$ cat src/rtl/id_exe_reg_if.sv
// ID/EXE pipeline-register bus.
// Carries the ID-stage payload and control (id_*), the MEM-stage destination
// feedback (mem_*), the pipeline controls (freeze, flush, has_forwarding),
// and the registered EXE-stage payload (exe_*) plus the hazard request.
//   master : ID/control side  - drives id_*, mem_*, controls; reads exe_*, hazard
//   slave  : pipeline register - reads id_*, mem_*, controls; drives exe_*, hazard
interface id_exe_reg_if #(
  parameter int unsigned W = 32
);
  logic         freeze;
  logic         flush;
  logic         has_forwarding;

  logic [W-1:0] id_pc;
  logic [W-1:0] id_val1;
  logic [W-1:0] id_val2;
  logic [W-1:0] id_ST_val;
  logic [4:0]   id_src1;
  logic [4:0]   id_src2;
  logic [4:0]   id_ST_src;
  logic [4:0]   id_dest;
  logic [3:0]   id_EXE_CMD;
  logic         id_MEM_R_en;
  logic         id_MEM_W_en;
  logic         id_WB_en;
  logic         id_imm;

  logic [4:0]   mem_dest;
  logic         mem_WB_en;

  logic [W-1:0] exe_pc;
  logic [W-1:0] exe_val1;
  logic [W-1:0] exe_val2;
  logic [W-1:0] exe_ST_val;
  logic [4:0]   exe_src1;
  logic [4:0]   exe_src2;
  logic [4:0]   exe_ST_src;
  logic [4:0]   exe_dest;
  logic [3:0]   exe_EXE_CMD;
  logic         exe_MEM_R_en;
  logic         exe_MEM_W_en;
  logic         exe_WB_en;
  logic         exe_imm;
  logic         exe_valid;

  logic         hazard;

  modport master (
    output freeze, flush, has_forwarding,
    output id_pc, id_val1, id_val2, id_ST_val,
    output id_src1, id_src2, id_ST_src, id_dest,
    output id_EXE_CMD, id_MEM_R_en, id_MEM_W_en, id_WB_en, id_imm,
    output mem_dest, mem_WB_en,
    input  exe_pc, exe_val1, exe_val2, exe_ST_val,
    input  exe_src1, exe_src2, exe_ST_src, exe_dest,
    input  exe_EXE_CMD, exe_MEM_R_en, exe_MEM_W_en, exe_WB_en, exe_imm, exe_valid,
    input  hazard
  );

  modport slave (
    input  freeze, flush, has_forwarding,
    input  id_pc, id_val1, id_val2, id_ST_val,
    input  id_src1, id_src2, id_ST_src, id_dest,
    input  id_EXE_CMD, id_MEM_R_en, id_MEM_W_en, id_WB_en, id_imm,
    input  mem_dest, mem_WB_en,
    output exe_pc, exe_val1, exe_val2, exe_ST_val,
    output exe_src1, exe_src2, exe_ST_src, exe_dest,
    output exe_EXE_CMD, exe_MEM_R_en, exe_MEM_W_en, exe_WB_en, exe_imm, exe_valid,
    output hazard
  );
endinterface

$ cat src/rtl/id_exe_reg.sv
// ID/EXE pipeline register with hazard detection.
// Latches the decoded instruction one cycle after ID, inserts bubbles on
// flush or on a data hazard, holds on freeze, and raises a combinational
// hazard request so IF/ID can stall.
// Ports:
//   clk  - clock, all state on rising edge
//   rst  - synchronous active-high reset
//   bus  - id_exe_reg_if.slave (id_*, mem_*, controls in; exe_*, hazard out)
//   bubble_cnt / flush_cnt - 16-bit saturating bubble counters, present only
//                            when ID_EXE_PERF_CNT_EN is defined
module id_exe_reg #(
  parameter int unsigned W = 32
) (
  input  logic              clk,
  input  logic              rst,
  id_exe_reg_if.slave       bus
`ifdef ID_EXE_PERF_CNT_EN
  ,
  output logic [15:0]       bubble_cnt,
  output logic [15:0]       flush_cnt
`endif
);

  // True when a nonzero register index is read by the ID instruction.
  function automatic logic reads_reg(
    input logic [4:0] r,
    input logic [4:0] s1,
    input logic [4:0] s2,
    input logic [4:0] st,
    input logic       use_s2,
    input logic       use_st
  );
    return (r != 5'd0) &&
           ((r == s1) || (use_s2 && (r == s2)) || (use_st && (r == st)));
  endfunction

  logic use_src2;
  logic use_st;
  logic hit_exe;
  logic hit_mem;
  logic raw_hazard;
  logic do_bubble;
  logic do_load;

  // Hazard detection: load-use only with forwarding, any pending write without.
  always_comb begin
    use_src2   = !bus.id_imm || bus.id_MEM_W_en;
    use_st     = bus.id_MEM_W_en;
    hit_exe    = reads_reg(bus.exe_dest, bus.id_src1, bus.id_src2, bus.id_ST_src,
                           use_src2, use_st);
    hit_mem    = reads_reg(bus.mem_dest, bus.id_src1, bus.id_src2, bus.id_ST_src,
                           use_src2, use_st);
    raw_hazard = 1'b0;
    if (bus.has_forwarding) begin
      raw_hazard = bus.exe_valid && bus.exe_MEM_R_en && hit_exe;
    end else begin
      raw_hazard = (bus.exe_valid && bus.exe_WB_en && hit_exe) ||
                   (bus.mem_WB_en && hit_mem);
    end
    // A flushed ID instruction is discarded, so it never stalls.
    bus.hazard = raw_hazard && !bus.flush;
  end

  // Update select: flush beats freeze; freeze beats hazard.
  always_comb begin
    do_bubble = bus.flush || (bus.hazard && !bus.freeze);
    do_load   = !bus.flush && !bus.freeze && !bus.hazard;
  end

  // Stage register; reset and bubble both clear the whole stage.
  always_ff @(posedge clk) begin
    if (rst || do_bubble) begin
      bus.exe_pc       <= W'(0);
      bus.exe_val1     <= W'(0);
      bus.exe_val2     <= W'(0);
      bus.exe_ST_val   <= W'(0);
      bus.exe_src1     <= 5'd0;
      bus.exe_src2     <= 5'd0;
      bus.exe_ST_src   <= 5'd0;
      bus.exe_dest     <= 5'd0;
      bus.exe_EXE_CMD  <= 4'd0;
      bus.exe_MEM_R_en <= 1'b0;
      bus.exe_MEM_W_en <= 1'b0;
      bus.exe_WB_en    <= 1'b0;
      bus.exe_imm      <= 1'b0;
      bus.exe_valid    <= 1'b0;
    end else if (do_load) begin
      bus.exe_pc       <= bus.id_pc;
      bus.exe_val1     <= bus.id_val1;
      bus.exe_val2     <= bus.id_val2;
      bus.exe_ST_val   <= bus.id_ST_val;
      bus.exe_src1     <= bus.id_src1;
      bus.exe_src2     <= bus.id_src2;
      bus.exe_ST_src   <= bus.id_ST_src;
      bus.exe_dest     <= bus.id_dest;
      bus.exe_EXE_CMD  <= bus.id_EXE_CMD;
      bus.exe_MEM_R_en <= bus.id_MEM_R_en;
      bus.exe_MEM_W_en <= bus.id_MEM_W_en;
      bus.exe_WB_en    <= bus.id_WB_en;
      bus.exe_imm      <= bus.id_imm;
      bus.exe_valid    <= 1'b1;
    end
  end

`ifdef ID_EXE_PERF_CNT_EN
  localparam int unsigned CNT_W   = 16;
  localparam logic [CNT_W-1:0] CNT_MAX = '1;

  // Saturating bubble counters; hazard bubbles suppressed by freeze are not counted.
  always_ff @(posedge clk) begin
    if (rst) begin
      bubble_cnt <= CNT_W'(0);
      flush_cnt  <= CNT_W'(0);
    end else begin
      if (bus.flush && (flush_cnt != CNT_MAX)) begin
        flush_cnt <= flush_cnt + CNT_W'(1);
      end
      if (bus.hazard && !bus.freeze && (bubble_cnt != CNT_MAX)) begin
        bubble_cnt <= bubble_cnt + CNT_W'(1);
      end
    end
  end
`endif

endmodule

$ cat src/flat_wrapper.sv
// flat-port wrapper written by rule: the top's interface ports become plain ports
module id_exe_reg_flat 
#(
  parameter int unsigned W = 32
)
  (clk, rst, bus_freeze, bus_flush, bus_has_forwarding, bus_id_pc, bus_id_val1, bus_id_val2, bus_id_ST_val, bus_id_src1, bus_id_src2, bus_id_ST_src, bus_id_dest, bus_id_EXE_CMD, bus_id_MEM_R_en, bus_id_MEM_W_en, bus_id_WB_en, bus_id_imm, bus_mem_dest, bus_mem_WB_en, bus_exe_pc, bus_exe_val1, bus_exe_val2, bus_exe_ST_val, bus_exe_src1, bus_exe_src2, bus_exe_ST_src, bus_exe_dest, bus_exe_EXE_CMD, bus_exe_MEM_R_en, bus_exe_MEM_W_en, bus_exe_WB_en, bus_exe_imm, bus_exe_valid, bus_hazard);
  id_exe_reg_if #(.W(W)) bus_i ();
  input  logic clk;
  input  logic rst;
  input wire logic [$bits(bus_i.freeze)-1:0] bus_freeze;
  input wire logic [$bits(bus_i.flush)-1:0] bus_flush;
  input wire logic [$bits(bus_i.has_forwarding)-1:0] bus_has_forwarding;
  input wire logic [$bits(bus_i.id_pc)-1:0] bus_id_pc;
  input wire logic [$bits(bus_i.id_val1)-1:0] bus_id_val1;
  input wire logic [$bits(bus_i.id_val2)-1:0] bus_id_val2;
  input wire logic [$bits(bus_i.id_ST_val)-1:0] bus_id_ST_val;
  input wire logic [$bits(bus_i.id_src1)-1:0] bus_id_src1;
  input wire logic [$bits(bus_i.id_src2)-1:0] bus_id_src2;
  input wire logic [$bits(bus_i.id_ST_src)-1:0] bus_id_ST_src;
  input wire logic [$bits(bus_i.id_dest)-1:0] bus_id_dest;
  input wire logic [$bits(bus_i.id_EXE_CMD)-1:0] bus_id_EXE_CMD;
  input wire logic [$bits(bus_i.id_MEM_R_en)-1:0] bus_id_MEM_R_en;
  input wire logic [$bits(bus_i.id_MEM_W_en)-1:0] bus_id_MEM_W_en;
  input wire logic [$bits(bus_i.id_WB_en)-1:0] bus_id_WB_en;
  input wire logic [$bits(bus_i.id_imm)-1:0] bus_id_imm;
  input wire logic [$bits(bus_i.mem_dest)-1:0] bus_mem_dest;
  input wire logic [$bits(bus_i.mem_WB_en)-1:0] bus_mem_WB_en;
  output wire logic [$bits(bus_i.exe_pc)-1:0] bus_exe_pc;
  output wire logic [$bits(bus_i.exe_val1)-1:0] bus_exe_val1;
  output wire logic [$bits(bus_i.exe_val2)-1:0] bus_exe_val2;
  output wire logic [$bits(bus_i.exe_ST_val)-1:0] bus_exe_ST_val;
  output wire logic [$bits(bus_i.exe_src1)-1:0] bus_exe_src1;
  output wire logic [$bits(bus_i.exe_src2)-1:0] bus_exe_src2;
  output wire logic [$bits(bus_i.exe_ST_src)-1:0] bus_exe_ST_src;
  output wire logic [$bits(bus_i.exe_dest)-1:0] bus_exe_dest;
  output wire logic [$bits(bus_i.exe_EXE_CMD)-1:0] bus_exe_EXE_CMD;
  output wire logic [$bits(bus_i.exe_MEM_R_en)-1:0] bus_exe_MEM_R_en;
  output wire logic [$bits(bus_i.exe_MEM_W_en)-1:0] bus_exe_MEM_W_en;
  output wire logic [$bits(bus_i.exe_WB_en)-1:0] bus_exe_WB_en;
  output wire logic [$bits(bus_i.exe_imm)-1:0] bus_exe_imm;
  output wire logic [$bits(bus_i.exe_valid)-1:0] bus_exe_valid;
  output wire logic [$bits(bus_i.hazard)-1:0] bus_hazard;
  assign bus_i.freeze = bus_freeze;
  assign bus_i.flush = bus_flush;
  assign bus_i.has_forwarding = bus_has_forwarding;
  assign bus_i.id_pc = bus_id_pc;
  assign bus_i.id_val1 = bus_id_val1;
  assign bus_i.id_val2 = bus_id_val2;
  assign bus_i.id_ST_val = bus_id_ST_val;
  assign bus_i.id_src1 = bus_id_src1;
  assign bus_i.id_src2 = bus_id_src2;
  assign bus_i.id_ST_src = bus_id_ST_src;
  assign bus_i.id_dest = bus_id_dest;
  assign bus_i.id_EXE_CMD = bus_id_EXE_CMD;
  assign bus_i.id_MEM_R_en = bus_id_MEM_R_en;
  assign bus_i.id_MEM_W_en = bus_id_MEM_W_en;
  assign bus_i.id_WB_en = bus_id_WB_en;
  assign bus_i.id_imm = bus_id_imm;
  assign bus_i.mem_dest = bus_mem_dest;
  assign bus_i.mem_WB_en = bus_mem_WB_en;
  assign bus_exe_pc = bus_i.exe_pc;
  assign bus_exe_val1 = bus_i.exe_val1;
  assign bus_exe_val2 = bus_i.exe_val2;
  assign bus_exe_ST_val = bus_i.exe_ST_val;
  assign bus_exe_src1 = bus_i.exe_src1;
  assign bus_exe_src2 = bus_i.exe_src2;
  assign bus_exe_ST_src = bus_i.exe_ST_src;
  assign bus_exe_dest = bus_i.exe_dest;
  assign bus_exe_EXE_CMD = bus_i.exe_EXE_CMD;
  assign bus_exe_MEM_R_en = bus_i.exe_MEM_R_en;
  assign bus_exe_MEM_W_en = bus_i.exe_MEM_W_en;
  assign bus_exe_WB_en = bus_i.exe_WB_en;
  assign bus_exe_imm = bus_i.exe_imm;
  assign bus_exe_valid = bus_i.exe_valid;
  assign bus_hazard = bus_i.hazard;
  id_exe_reg #(.W(W)) u_core (.clk(clk), .rst(rst), .bus(bus_i));
endmodule
$ cat config.mk
export PLATFORM = sky130hd
export DESIGN_NAME = id_exe_reg_flat
export DESIGN_NICKNAME = d
export VERILOG_FILES = /design/src/rtl/id_exe_reg_if.sv /design/src/rtl/id_exe_reg.sv /design/src/flat_wrapper.sv
export SDC_FILE = /design/constraint.sdc
export NUM_CORES = 1
export LEC_CHECK = 0
export BUFFER_PORTS_ARGS = -buffer_cell sky130_fd_sc_hd__buf_2
export CORE_AREA = 2 2 128 130
export DETAILED_ROUTE_END_ITERATION = 8
export DIE_AREA = 0 0 130 132
export GPL_TIMING_DRIVEN = 0
export HOLD_SLACK_MARGIN = 0.05
export PLACE_DENSITY_LB_ADDON = 0.1
export SYNTH_ARGS = -nofsm -noshare
export SYNTH_HDL_FRONTEND = slang
export SYNTH_SLANG_ARGS = --single-unit
$ cat constraint.sdc
create_clock -name clk -period 3.45 [get_ports clk]
set_clock_uncertainty 0.15 [all_clocks]
set_input_delay 0.69 -clock clk [delete_from_list [all_inputs] [get_ports clk]]
set_output_delay 0.69 -clock clk [all_outputs]
set_load 0.01 [all_outputs]
==> results_dict.tcl, run 1 <==
set metrics [dict create \
    multi_input_area_um2 1800 \
    syn_nets 572 \
    synth_largest_area_cell "dfxtp_1" \
    clock_sink_count 157 \
    layout-drive-gt1-share 0.488 \
    synth_ff_type "dfxtp_1" \
    netlist_area_um2 5170 \
    synthTopCellsByArea "dfxtp_1, a22o_1, xor2_1, buf_6, xnor2_1" \
    ioPinCount 325 \
    via_per_inst 4.80 \
    ant_nets 0 \
    start_util 0.329 \
    syn_avg_cell_area_um2 12.8 \
    synth_common_cells "dfxtp_1, a22o_1, xor2_1, clkbuf_1, buf_6" \
    ys_seq_area_frac 0.608 \
    fin_nets 915 \
    leakage_nw 3.83 \
    root_buffer "clkbuf_16" \
    total_power_w 0.00403 \
    yosys.cell_count.top_type "dfxtp_1" \
    die-width_um 130 \
    cts_setup_buffers 0 \
    setup_viol 0 \
    post_dp_cell_area_um2 7060 \
    finalNonFillerCells 976 \
    row_count 46 \
    drv_slew 0 \
    worst_pin_slew_ns 0.627 \
    grt_remaining_overflow 0 \
    die_h_um 132 \
    cts_resized 0 \
    grt_start_max_net_pins 17 \
    post-route-util 0.484 \
    grt_pass1_wl_mm 25.1 \
    clk_pin_slew_ns 0.06 \
    regArea_um2 3140 \
    arrival_ns 2.21 \
    grt_pass1_vias 4713 \
    synth_edf_count 0 \
    worstSetupPathType "flip-flop to output pin" \
    cts_buffers 17 \
    final_area_um2 7600 \
    endpoint_kind "output pin" \
    die-area_um2 17200 \
    insertion_delay_ns 0.42 \
    core_um2 15700 \
    first_iter_violations 207 \
    yosysWarnings 0 \
    peakVddDrop_v 0.000311 \
    dp_cells 945 \
    fillCellCount 1501 \
    critPathSlowestCell "nor4_1" \
    h-tree-depth 4 \
    cp_cell_sequence "clkbuf_1 > xor2_1 > nor4_1 > nand3_1 > a31oi_1 > a21oi_1 > nor2_1 > buf_2" \
    slew_headroom 0.582 \
    place.gp.congestion 0.816 \
    dp_hpwl_mm 13.0 \
    drt_wl_total_mm 16.9 \
    netlist-cell-type-count 22 \
    post_drt_wl_per_cell_um 17.3 \
    ctsHoldBuffers 0 \
    rsz0062_at_grt "no" \
    route.detailed.drc 0 \
    io_buffers 324 \
    max_stage_delay_ns 0.34 \
    worstPathMaxFanout 5 \
    diodes 0 \
    tritoncts "done" \
    drtPass1Iterations 4 \
    fin_crit_ns 3.05 \
    outcome "finished, final reports clean" \
    clock_path_buffers 2 \
    tns_ns 0 \
    worstPathRequired_ns 2.61 \
    crit_path_start_kind "flip-flop" \
    hold_viol_final 0 \
    postSynthCellCount 405 \
    vias 4680 \
    cap_violations 0 \
    min_period_over_period 0.883 \
    ys_ff_latch 157 \
    p_per_area_nw_per_um2 530 \
    grtUsageTotal 0.190 \
    antenna_found_initial 0 \
    hold_path.class "flip-flop to flip-flop" \
    area_delta_synth_final_pct 47.1 \
    clock.fmax_mhz 328 \
    synthDominantCellAreaShare 0.608 \
    synthArstFlopShare 0 \
]
==> final timing paths <==
kind | end | start | cells past startpoint | slack (ns)
hold / removal | u_core.bus.exe_val2[12] | u_core.bus.exe_val2[12] | 1 | 0.32
hold reg to reg | u_core.bus.exe_val2[12] | u_core.bus.exe_val2[12] | 1 | 0.32
setup / recovery | bus_hazard | u_core.bus.exe_dest[0] | 8 | 0.40
setup reg to reg | u_core.bus.exe_pc[15] | u_core.bus.exe_dest[0] | 9 | 1.02
==> per-layer routing <==
metal / vias to the layer above / global-route usage / share of wire
met5: - / 0 / 0
met4: 0 / 0.0812 / 0.028
met3: 30 / 0.0755 / 0.093
met2: 218 / 0.312 / 0.48
met1: 2184 / 0.217 / 0.40
li1: 2248 / - / -
==> cells by family (layout without fill, tap and decap cells) <==
family	after synthesis	in the layout	synth area share
xor+xnor	30	30	0.0508
buf+inv	35	390	0.0440
simple gates	21	21	0.0232
flops	157	157	0.608
mux	1	1	0.00218
compound gates	161	161	0.272
==> per-stage QoR <==
stage	worst slack [ns]	hold slack (ns)
finish	0.403	0.317
global route	0.214	0.314
CTS	0.372	0.310
detailed placement	0.552	0.299
global placement	0.595	0.301
floorplan	0.962	0.361
==> critical path, delay by kind of cell (launching register included) <==
kind            cells  cell delay, ns
simple gates        3            0.57
buf+inv             2            0.41
compound gates      2            0.35
flops               1            0.32
xor+xnor            1            0.12
==> sequential cells by signal, summed over array words and instances, names as in the netlist <==
signal and count:
u_core.bus.exe_imm 1, u_core.bus.exe_WB_en 1, u_core.bus.exe_src1 5, u_core.bus.exe_MEM_R_en 1
u_core.bus.exe_src2 5, u_core.bus.exe_dest 5, u_core.bus.exe_val2 32, u_core.bus.exe_pc 32
u_core.bus.exe_ST_val 32, u_core.bus.exe_val1 32, u_core.bus.exe_valid 1, u_core.bus.exe_EXE_CMD 4
u_core.bus.exe_ST_src 5, u_core.bus.exe_MEM_W_en 1
==> placed cells by master, fill, tap and decap left out <==
master      netlist  final
clkbuf_16         0     17
nand2b_1          1      1
buf_6            10     10
a211oi_2          1      1
bufinv_16         0      1
clkinvlp_4        0      1
inv_6             0      1
nor2_1            2      2
or3_1             1      1
clkbuf_8          0      1
dfxtp_1         157    157
a22o_1          156    156
nand3_1           7      7
clkbuf_1         18     21
or4_1             2      2
clkinv_2          0      4
nor3b_1           2      2
o211ai_1          1      1
buf_2             2    326
a21o_1            1      1
mux2_2            1      1
nor3_1            2      2
a21oi_1           1      1
buf_4             5      5
clkinv_4          0      3
xor2_1           22     22
a31oi_1           1      1
xnor2_1           8      8
nor4_1            4      4
==> power by group <==
group / switching [W] / internal (W)
logic: 0.000182 / 0.000190
registers: 0.0000355 / 0.00188
clock network: 0.000738 / 0.00101
total: 0.000956 / 0.00307
==> layout make-up <==
class / instances / area share
buffer: 35 / 0.0299
multi-input combinational: 213 / 0.237
sequential: 157 / 0.413
timing repair buffer: 324 / 0.213
clock inverter: 10 / 0.0122
tap: 216 / 0.0355
clock buffer: 21 / 0.0592
(Power assumes the default switching activity.)
==> inputs of run 2 (changes only) <==
- BUFFER_PORTS_ARGS: -buffer_cell sky130_fd_sc_hd__buf_2 -> unset
- DONT_BUFFER_PORTS: unset -> 1
==> run 2 against run 1 <==
Global-route usage fell by 2.1 points. Die area did not move. Final cell count fell by 33%. Largest cell class unchanged.
==> results_dict.tcl, run 2 (synthesized netlist as in run 1, its figures left out) <==
set metrics [dict create \
    arrival_ns 2.21 \
    wl_met2_mm 7.35 \
    p_comb_frac 0.040 \
    drt_wl_total_mm 14.9 \
    outcome "finished, final reports clean" \
    antenna_found_initial 0 \
    cap_violations 0 \
    first_iter_violations 148 \
    final_cell_mix "dfxtp_1, a22o_1, xor2_1, clkbuf_1, clkbuf_16" \
    area_delta_synth_final_pct 17.3 \
    worst_pin_slew_ns 0.680 \
    seq_power_share 0.479 \
    crit_path_start_kind "flip-flop" \
    die_h_um 132 \
    start_util 0.329 \
    grt_pass1_wl_mm 21.9 \
    hold_end "u_core.bus.exe_val1[10]" \
    switchingPower_w 0.000944 \
    min_period_over_period 0.884 \
    tritoncts "done" \
    grtUsageTotal 0.169 \
    grt_start_max_net_pins 17 \
    fillCellCount 1498 \
    clk_pin_slew_ns 0.07 \
    ff2ff_setup_slack_ns 0.98 \
    place.gp.congestion 0.755 \
    post_dp_cell_area_um2 5440 \
    ant_nets 0 \
    power.share.clock 0.481 \
    clock_path_buffers 2 \
    top_layer "met4" \
    root_buffer "clkbuf_16" \
    insertion_delay_ns 0.41 \
    cp_cell_sequence "clkbuf_1 > xor2_1 > nor4_1 > nand3_1 > a31oi_1 > a21oi_1 > nor2_1" \
    hold_path.class "primary input to flip-flop" \
    setup_viol 0 \
    wl_met3_mm 1.52 \
    switching_share 0.231 \
    reg2reg_depth 9 \
    grt_pass1_vias 3704 \
    final_common_cell "dfxtp_1" \
    met1_length_mm 5.74 \
    fin_crit_ns 3.05 \
    rr_startpoint "u_core.bus.exe_dest[0]" \
    core_um2 15700 \
    hold_start "bus_id_val1[10]" \
    drv_slew 0 \
    p_per_area_nw_per_um2 674 \
    post_drt_wl_per_cell_um 22.8 \
    cts_setup_buffers 0 \
    peakVddDrop_v 0.000332 \
    fin_nets 591 \
    final_area_um2 6060 \
    via_per_inst 5.34 \
    cts_buffers 17 \
    ctsHoldBuffers 0 \
    vias 3485 \
    drtPass1Iterations 4 \
    io_buffers 0 \
    layout-drive-gt1-share 0.114 \
    grt_remaining_overflow 0 \
    hold_viol_final 0 \
    diodes 0 \
    die-area_um2 17200 \
    intPower_w 0.00314 \
    worstPathRequired_ns 2.61 \
    clock.fmax_mhz 328 \
    leakage_nw 2.36 \
    h-tree-depth 4 \
    worstSetupPathType "flip-flop to output pin" \
    clock_sink_count 157 \
    route.detailed.drc 0 \
    worstPathMaxFanout 5 \
    regToRegEndpoint "u_core.bus.exe_pc[15]" \
    min_path_cells 1 \
    critPathSlowestCell "dfxtp_1" \
    endpoint_kind "output pin" \
    row_count 46 \
    slew_headroom 0.547 \
    max_stage_delay_ns 0.38 \
    rsz0062_at_grt "no" \
    ioPinCount 325 \
    dp_hpwl_mm 11.4 \
    tns_ns 0 \
    cts_resized 0 \
    die-width_um 130 \
]
## run 2: changes by cell type in the layout (fill, tap and decap cells not counted), sizes merged
| cell | previous run | this run |
|---|---|---|
| buf | 341 | 17 |
| bufinv | 1 | 3 |
| clkbuf | 39 | 37 |
| clkinv | 7 | 3 |
| clkinvlp | 1 | 2 |
| inv | 1 | 5 |
## run 2: area by class of cell
type                       count  area, um2  share of cell area
buffer                        35        228              0.0376
clock buffer                  19        443              0.0730
clock inverter                13        180              0.0297
multi-input combinational    213       1800               0.297
sequential                   157       3140               0.518
tap                          216        270              0.0446
## run 2: power groups by stage
stage / clock, W / sequential (W) / combinational [W]
final: 0.00196 / 0.00196 / 0.000165
after global routing: 0.00210 / 0.00196 / 0.000183
after detailed placement: 0 / 0.00200 / 0.000166
after CTS: 0.00201 / 0.00196 / 0.000167
after global placement: 0 / 0.00200 / 0.000160
after floorplan: 0 / 0.00198 / 0.000135
## run 2: metrics by stage
stage | worst slack (ns) | std cells | util | total power (W) | hold WS, ns
finish | 0.399 | 653 | 0.386 | 0.00408 | 0.252
global route | 0.215 | 653 | 0.386 | 0.00424 | 0.229
CTS | 0.340 | 653 | 0.386 | 0.00413 | 0.232
detailed placement | 0.633 | 621 | 0.346 | 0.00216 | 0.381
global placement | 0.688 | 621 | 0.346 | 0.00216 | 0.383
floorplan | 0.962 | 405 | - | 0.00211 | 0.361
## run 2: how the worst max path moves through the flow
| stage | startpoint | end | cells past startpoint |
|---|---|---|---|
| 2_1_floorplan | bus_id_ST_src[3] | bus_hazard | 6 |
| 3_3_place_gp | bus_flush | u_core.bus.exe_pc[9] | 4 |
| 3_5_place_dp | bus_flush | u_core.bus.exe_pc[10] | 4 |
| 4_1_cts | u_core.bus.exe_dest[0] | bus_hazard | 7 |
| 5_1_grt | u_core.bus.exe_dest[0] | bus_hazard | 7 |
| 6_report | u_core.bus.exe_dest[0] | bus_hazard | 7 |
## run 2: critical path, delay by kind of cell, from the launching register on
family | cells | cell delay [ns]
xor+xnor | 1 | 0.12
flops | 1 | 0.38
simple gates | 3 | 0.61
buf+inv | 1 | 0.31
compound gates | 2 | 0.38
## run 2: metal layers
metal	up-vias	global-route usage
met4	0	0.0639
li1	1601	-
met3	20	0.0718
met2	221	0.288
met5	-	0
met1	1643	0.185
==> inputs of run 3 (changes only) <==
- PLACE_DENSITY: unset -> 0.48
- PLACE_DENSITY_LB_ADDON: 0.1 -> unset
- clock period: 3.45 -> 3.89 ns (I/O delays scaled with it)
==> run 3 against run 2 <==
First-iteration DRC count down 8.8%. Routed wire length barely moved. Total power is 10% lower. Critical path type unchanged. Highest routed layer unchanged.
==> results_dict.tcl, run 3 (synthesized netlist as in run 1, its figures left out) <==
set metrics [dict create \
    outcome "finished, final reports clean" \
    drv_slew 0 \
    grt_pass1_vias 3531 \
    vias 3550 \
    place.gp.congestion 0.807 \
    clock.fmax_mhz 320 \
    grt_start_max_net_pins 17 \
    via_per_inst 5.44 \
    slew_headroom 0.515 \
    final_cell_mix "dfxtp_1, a22o_1, xor2_1, clkbuf_1, clkbuf_16" \
    min_period_over_period 0.803 \
    root_buffer "clkbuf_16" \
    grt_remaining_overflow 0 \
    grtUsageTotal 0.166 \
    drtPass1Iterations 4 \
    cts_resized 0 \
    fin_crit_ns 3.13 \
    worstPathRequired_ns 2.96 \
    crit_path_start "u_core.bus.exe_dest[0]" \
    row_count 46 \
    leakage_nw 2.37 \
    rr_startpoint "u_core.bus.exe_dest[0]" \
    peakVddDrop_v 0.000305 \
    clock_sink_count 157 \
    hold_viol_final 0 \
    cts_buffers 17 \
    grt_pass1_wl_mm 21.3 \
    hold_path.class "primary input to flip-flop" \
    setup_viol 0 \
    max_stage_delay_ns 0.38 \
    fin_nets 591 \
    cap_violations 0 \
    ctsHoldBuffers 0 \
    first_iter_violations 135 \
    p_per_area_nw_per_um2 604 \
    clk_pin_slew_ns 0.07 \
    hold_start "bus_id_val1[11]" \
    worstSetupPathType "flip-flop to output pin" \
    start_util 0.329 \
    insertion_delay_ns 0.41 \
    antenna_found_initial 0 \
    tritoncts "done" \
    rsz0062_at_grt "no" \
    diodes 0 \
    arrival_ns 2.20 \
    worstPathMaxFanout 5 \
    cp_cell_sequence "clkbuf_1 > xor2_1 > nor4_1 > nand3_1 > a31oi_1 > a21oi_1 > nor2_1" \
    clock_path_buffers 2 \
    h-tree-depth 4 \
    die-area_um2 17200 \
    die_h_um 132 \
    ioPinCount 325 \
    dp_hpwl_mm 11.4 \
    route.detailed.drc 0 \
    place_ws_ns 0.969 \
    critPathSlowestCell "dfxtp_1" \
    layout-drive-gt1-share 0.112 \
    core_um2 15700 \
    crit_path_start_kind "flip-flop" \
    final_common_cell "dfxtp_1" \
    endpoint_kind "output pin" \
    ant_nets 0 \
    area_delta_synth_final_pct 17.5 \
    setup_slack_ns 0.764 \
    tns_ns 0 \
    fillCellCount 1501 \
    die-width_um 130 \
    drt_wl_total_mm 14.9 \
    worst_pin_slew_ns 0.727 \
    cts_setup_buffers 0 \
    post_drt_wl_per_cell_um 22.8 \
    io_buffers 0 \
]
run 3: cell count changes in the layout (fill, tap and decap cells not counted):
cell | previous run | this run
clkbuf_1 | 19 | 20
inv_8 | 2 | 3
clkinv_4 | 3 | 1
clkbuf_8 | 1 | 0
bufinv_16 | 3 | 4
run 3: final cells by class:
cell class                 instances  area [um2]  area share
clock inverter                    13         204      0.0336
clock buffer                      19         433      0.0712
multi-input combinational        213        1800       0.296
buffer                            35         228      0.0375
tap                              216         270      0.0445
sequential                       157        3140       0.517
run 3: critical path, delay by kind of cell, from the launching register on:
| family | cells | cell delay [ns] |
|---|---|---|
| compound gates | 2 | 0.37 |
| xor+xnor | 1 | 0.11 |
| simple gates | 3 | 0.62 |
| buf+inv | 1 | 0.30 |
| flops | 1 | 0.38 |
run 3: final timing paths:
| path | to | slack, ns | cells past startpoint |
|---|---|---|---|
| worst min-delay path | u_core.bus.exe_val1[11] | 0.34 | 1 |
| worst min register to register | u_core.bus.exe_pc[6] | 0.39 | 1 |
| worst max register to register | u_core.bus.exe_imm | 1.45 | 9 |
| worst max-delay path | bus_hazard | 0.76 | 7 |
run 3: stage by stage:
step	hold WS (ns)	power (W)	utilization	cells	area (um2)
2_1_floorplan	0.361	0.00187	-	405	5170
3_3_place_gp	0.381	0.00192	0.346	621	5440
3_5_place_dp	0.378	0.00192	0.346	621	5440
4_1_cts	0.319	0.00372	0.387	653	6080
5_1_grt	0.311	0.00380	0.387	653	6080
6_report	0.343	0.00367	0.387	653	6080
run 3: metal layers:
metal  track usage  vias up  share of wire
met2         0.285      227           0.50
met1         0.179     1709           0.38
met4        0.0609        0          0.016
met5             0        -              0
met3        0.0718       14          0.098
li1              -     1600              -
run 3: power breakdown:
group	switching [W]	internal [W]
logic	0.0000701	0.0000762
registers	0.0000714	0.00166
clock network	0.000691	0.00110
